`config.mk`:
```
export PLATFORM = sky130hd
export DESIGN_NAME = hw2_result_buf
export DESIGN_NICKNAME = d
export VERILOG_FILES = /design/src/rtl/hw2_pkg.sv /design/src/rtl/hw2_fifo_mem.sv /design/src/rtl/hw2_result_buf.sv
export SDC_FILE = /design/constraint.sdc
export NUM_CORES = 1
export LEC_CHECK = 0
export CORE_MARGIN = 2
export CORE_UTILIZATION = 49
export DETAILED_ROUTE_END_ITERATION = 7
export PLACE_DENSITY = 0.76
export SYNTH_ARGS = -nofsm -noshare
export SYNTH_HDL_FRONTEND = slang
export SYNTH_HIERARCHICAL = 1
export SYNTH_SLANG_ARGS = --single-unit
export TNS_END_PERCENT = 50
```
`constraint.sdc`:
```
create_clock -name clk -period 3.17 [get_ports clk]
set_clock_uncertainty 0.15 [all_clocks]
set_input_delay 0.7925 -clock clk [delete_from_list [all_inputs] [get_ports clk]]
set_output_delay 0.7925 -clock clk [all_outputs]
set_load 0.01 [all_outputs]
```
`src/rtl/hw2_pkg.sv`:
```
// Shared definitions for the hw2 (a+/-b)*c datapath and its result buffer.
package hw2_pkg;

  localparam int DATA_W = 16;

  typedef logic [DATA_W-1:0] hw2_result_t;

  function automatic int clog2(input int value);
    int r;
    r = 0;
    for (int i = 0; i < 31; i++) begin
      if ((32'sd1 <<< i) < value) begin
        r = i + 1;
      end else begin
        r = r;
      end
    end
    return r;
  endfunction

endpackage

```
`src/rtl/hw2_fifo_mem.sv`:
```
// DEPTH x DATA_W register array: one synchronous write port, one asynchronous read port.
module hw2_fifo_mem #(
  parameter int DATA_W = 16,
  parameter int DEPTH  = 4
) (
  input  logic                             clk,
  input  logic                             we,
  input  logic [hw2_pkg::clog2(DEPTH)-1:0] waddr,
  input  logic [DATA_W-1:0]                wdata,
  input  logic [hw2_pkg::clog2(DEPTH)-1:0] raddr,
  output logic [DATA_W-1:0]                rdata
);

  logic [DATA_W-1:0] mem [DEPTH];

  // Storage is deliberately not reset; validity is tracked by the buffer's level.
  always_ff @(posedge clk) begin
    if (we) begin
      mem[waddr] <= wdata;
    end
  end

  assign rdata = mem[raddr];

endmodule

```
`src/rtl/hw2_result_buf.sv`:
```
// Result buffer: valid/ready FWFT FIFO for datapath results plus a running sum with sticky overflow.
module hw2_result_buf #(
  parameter int DATA_W = 16,
  parameter int DEPTH  = 4,
  parameter int ACC_W  = 24
) (
  input  logic                             clk,
  input  logic                             rst_n,
  input  logic                             in_valid,
  output logic                             in_ready,
  input  logic [DATA_W-1:0]                in_data,
  output logic                             out_valid,
  input  logic                             out_ready,
  output logic [DATA_W-1:0]                out_data,
  output logic [hw2_pkg::clog2(DEPTH):0]   level,
  input  logic                             acc_clr,
  output logic [ACC_W-1:0]                 acc_sum,
  output logic                             acc_ovf
);

  import hw2_pkg::*;

  localparam int PTR_W = clog2(DEPTH);
  localparam int LVL_W = PTR_W + 1;

  logic [PTR_W-1:0] rd_ptr_r;
  logic [PTR_W-1:0] wr_ptr_r;
  logic [LVL_W-1:0] level_r;
  logic [ACC_W-1:0] acc_sum_r;
  logic             acc_ovf_r;

  logic             push;
  logic             pop;
  logic [ACC_W:0]   acc_add;
  logic [ACC_W-1:0] acc_sum_nxt;
  logic             acc_ovf_nxt;

  // in_ready depends only on registered level, never on out_ready.
  assign in_ready  = rst_n & (level_r != LVL_W'(DEPTH));
  assign out_valid = (level_r != LVL_W'(0));
  assign push      = in_valid & in_ready;
  assign pop       = out_valid & out_ready;
  assign level     = level_r;
  assign acc_sum   = acc_sum_r;
  assign acc_ovf   = acc_ovf_r;

  hw2_fifo_mem #(
    .DATA_W (DATA_W),
    .DEPTH  (DEPTH)
  ) u_mem (
    .clk   (clk),
    .we    (push),
    .waddr (wr_ptr_r),
    .wdata (in_data),
    .raddr (rd_ptr_r),
    .rdata (out_data)
  );

  assign acc_add = {1'b0, acc_sum_r} + (ACC_W + 1)'(in_data);

  // Clear wins over accumulation; a push in the clear cycle seeds the sum.
  always_comb begin
    acc_sum_nxt = acc_sum_r;
    acc_ovf_nxt = acc_ovf_r;
    case ({acc_clr, push})
      2'b11: begin
        acc_sum_nxt = ACC_W'(in_data);
        acc_ovf_nxt = 1'b0;
      end
      2'b10: begin
        acc_sum_nxt = '0;
        acc_ovf_nxt = 1'b0;
      end
      2'b01: begin
        acc_sum_nxt = acc_add[ACC_W-1:0];
        acc_ovf_nxt = acc_ovf_r | acc_add[ACC_W];
      end
      default: begin
        acc_sum_nxt = acc_sum_r;
        acc_ovf_nxt = acc_ovf_r;
      end
    endcase
  end

  // Pointer, occupancy and accumulator state.
  always_ff @(posedge clk) begin
    if (!rst_n) begin
      rd_ptr_r  <= '0;
      wr_ptr_r  <= '0;
      level_r   <= '0;
      acc_sum_r <= '0;
      acc_ovf_r <= 1'b0;
    end else begin
      if (push) begin
        wr_ptr_r <= wr_ptr_r + PTR_W'(1);
      end
      if (pop) begin
        rd_ptr_r <= rd_ptr_r + PTR_W'(1);
      end
      case ({push, pop})
        2'b10:   level_r <= level_r + LVL_W'(1);
        2'b01:   level_r <= level_r - LVL_W'(1);
        default: level_r <= level_r;
      endcase
      acc_sum_r <= acc_sum_nxt;
      acc_ovf_r <= acc_ovf_nxt;
    end
  end

endmodule

```
==> results.py <==
metrics = {
    "status": {
        "status": "finished, final reports clean",
    },
    "die": {
        "core-area_um2": 9240,
        "die_w_um": 102,
        "ios": 67,
        "dieArea_um2": 10300,
        "start_util": 0.506,
        "die_h_um": 102,
        "rows": 35,
    },
    "yosys": {
        "yosys_warnings": 6,
        "synth_edf_count": 64,
        "ys_seq_elements": 96,
        "netlist_instances": 367,
        "ys_types": 62,
        "synth_area_per_cell_um2": 12.7,
        "async_reset_ff_frac": 0,
        "synthFlopType": "edfxtp_1",
        "synth_nets": 409,
        "syn_area_um2": 4680,
        "synth_seq_area_share": 0.548,
    },
    "grt": {
        "grt_overflow_total": 0,
        "track_usage": 0.213,
        "antenna_found_initial": 0,
        "grt_pass1_vias": 3305,
        "grt_first_pass_wirelength_um": 16800,
        "grt_max_degree": 20,
    },
    "sta": {
        "tns_ns": 0,
        "rsz0062_at_grt": "false",
        "worstMarginPinSlew_ns": 0.529,
        "holdWs_ns": 0.349,
        "hold_viol_final": 0,
        "slew_headroom": 0.645,
        "fmax_mhz": 323,
        "slew_violations": 0,
        "min_period_ns": 3.09,
        "setup_violations": 0,
        "finalCritPeriodShare": 0.975,
    },
    "placed_design": {
        "port_buffers": 66,
        "placed_area_um2": 5800,
        "gp_congestion": 0.929,
        "dp.final_hpwl_um": 7430,
        "placed_cells": 592,
    },
    "cells_and_area": {
        "multi_input_area_um2": 1990,
        "n_fill_cell": 686,
        "seq_area_um2": 2560,
        "final_common_cell": "clkdlybuf4s50_1",
        "layout.nets": 516,
        "finalNonFillerCells": 607,
        "n_antenna_cell": 0,
        "syn_to_final_growth_pct": 29.6,
        "drive_above_1_share": 0.176,
        "finalInstanceArea_um2": 6060,
        "mostFrequentLayoutCells": "clkdlybuf4s50_1, edfxtp_1, a21oi_1, buf_4, dfxtp_1",
    },
    "route": {
        "drt-initial-drc-count": 229,
        "remaining_drc_errors": 0,
        "ant_nets": 0,
        "firstDrtPassIters": 4,
        "routedWlPerCell_um": 17.1,
        "totalWireLength_um": 10400,
        "vias": 3389,
        "viasPerCell": 5.58,
    },
    "power": {
        "vdd_drop_max_mv": 0.333,
        "p_leak_uw": 0.00219,
        "p_per_area_nw_per_um2": 589,
    },
    "clocking": {
        "cts_tree": "built",
        "path_clk_slew_ns": 0.09,
        "clock-sinks": 96,
        "cts_setup_buffers": 0,
        "cts_max_path_buffers": 2,
        "root_buffer": "clkbuf_8",
        "ctsHoldBuffers": 0,
        "htreeDepth": 3,
        "clock_latency_ns": 0.36,
        "numCtsBuffers": 9,
    },
    "setup_path": {
        "endpoint_kind": "flip-flop",
        "worstSetupStartpointType": "primary input",
        "cp_max_fo": 5,
        "reg2reg_to": "acc_ovf",
        "worstRegToRegCells": 8,
        "worstPathCellList": "clkdlybuf4s50_1, ha_1, fa_1, a21o_1, a311o_1, a31oi_4, a21oi_2, a41oi_1, nor2_1",
        "r2r-start": "acc_sum[0]",
        "critical_path_buf_inv_count": 1,
        "crit_path_max_incr_delay_ns": 0.43,
        "crit_slowest_cell": "clkdlybuf4s50_1",
        "crit_type": "primary input to flip-flop",
        "critPathRequiredTime_ns": 3.28,
        "r2r_slack_ns": 0.65,
        "cpLargestDelayFamily": "compound AO/OA/AOI/OAI gates",
        "worst_ep_arrival_time_ns": 3.20,
    },
    "hold_path": {
        "min_path_type": "flip-flop to flip-flop",
        "hp-start": "acc_sum[17]",
        "min_to": "acc_sum[17]",
        "hold-path-cell-count": 2,
    },
    "run": {
        "cap_viol_max_count": 0,
    },
}
power by group:
part           switching [µW]  internal (µW)
clock                     432            605
combinational             489            580
sequential               53.6           1410
total                     975           2590
synthesized netlist by cell type, drive strengths merged (6+ instances only):
master | instances | area [µm²]
a21oi | 39 | 206
dfxtp | 32 | 641
ha | 19 | 238
xnor2 | 8 | 70.1
xor2 | 6 | 52.6
inv | 12 | 45.0
buf | 6 | 53.8
o21ai | 24 | 120
mux4 | 16 | 383
nand2 | 23 | 86.3
mux2i | 6 | 60.1
edfxtp | 64 | 1920
nor2 | 25 | 101
through the flow:
step / setup WS [ns] / power (µW) / utilization
floorplan: 0.343 / 2130 / -
global placement: -0.218 / 2540 / 0.627
detailed placement: -0.272 / 2570 / 0.627
CTS: 0.00738 / 3600 / 0.656
global route: 0.00734 / 3730 / 0.656
finish: 0.0777 / 3570 / 0.656
repair_timing:
| action | in CTS | in global routing |
|---|---|---|
| endpoints found under the setup margin | 0 | 1 |
| hold endpoints to repair | 0 | 0 |
| gates resized for setup | 0 | 1 |
worst reg2reg max path: cells and delay by family (launching register included):
family / cells / cell delay (ns)
AO/OA/AOI/OAI: 5 / 1.29
flip-flops: 1 / 0.33
adder cells (fa/ha/maj): 2 / 0.59
AND/OR/NAND/NOR: 1 / 0.07
routing by layer:
layer / vias to the layer above / GRT usage / share of wire
met5: - / 0 / 0
met4: 0 / 0.0665 / 0.014
met3: 16 / 0.0373 / 0.051
met2: 105 / 0.358 / 0.49
met1: 1638 / 0.282 / 0.45
li1: 1630 / - / -
state kept, by name, summed over array words and instances, names as in the netlist:
name       flops
rd_ptr_r       2
level          3
acc_ovf        1
wr_ptr_r       2
acc_sum       24
u_mem/mem     64
worst max path at each step:
stage	depth (start not counted)	startpoint	slack, ns	endpoint
after global routing	9	in_data[0]	0.007	acc_ovf
after detailed placement	9	in_data[0]	-0.27	acc_ovf
after floorplan	8	in_data[0]	0.34	acc_ovf
after global placement	9	in_data[0]	-0.22	acc_ovf
after CTS	4	rst_n	0.007	in_ready
final	9	in_data[0]	0.08	acc_ovf
cell families after synthesis:
group | count (synthesis) | share of synthesized area
fa+ha+maj | 21 | 0.0594
simple gates | 86 | 0.0928
buf+inv | 24 | 0.0268
xor+xnor | 14 | 0.0262
compound gates | 104 | 0.152
mux | 22 | 0.0947
flops | 96 | 0.548
area by class of cell:
cell class	count	share of cell area
clock buffer	9	0.0204
clock inverter	6	0.0227
inverter	13	0.00805
multi-input combinational	247	0.329
sequential	96	0.423
tap	129	0.0266
timing repair buffer	107	0.170
Note: power is estimated with default switching activity, not from simulation.
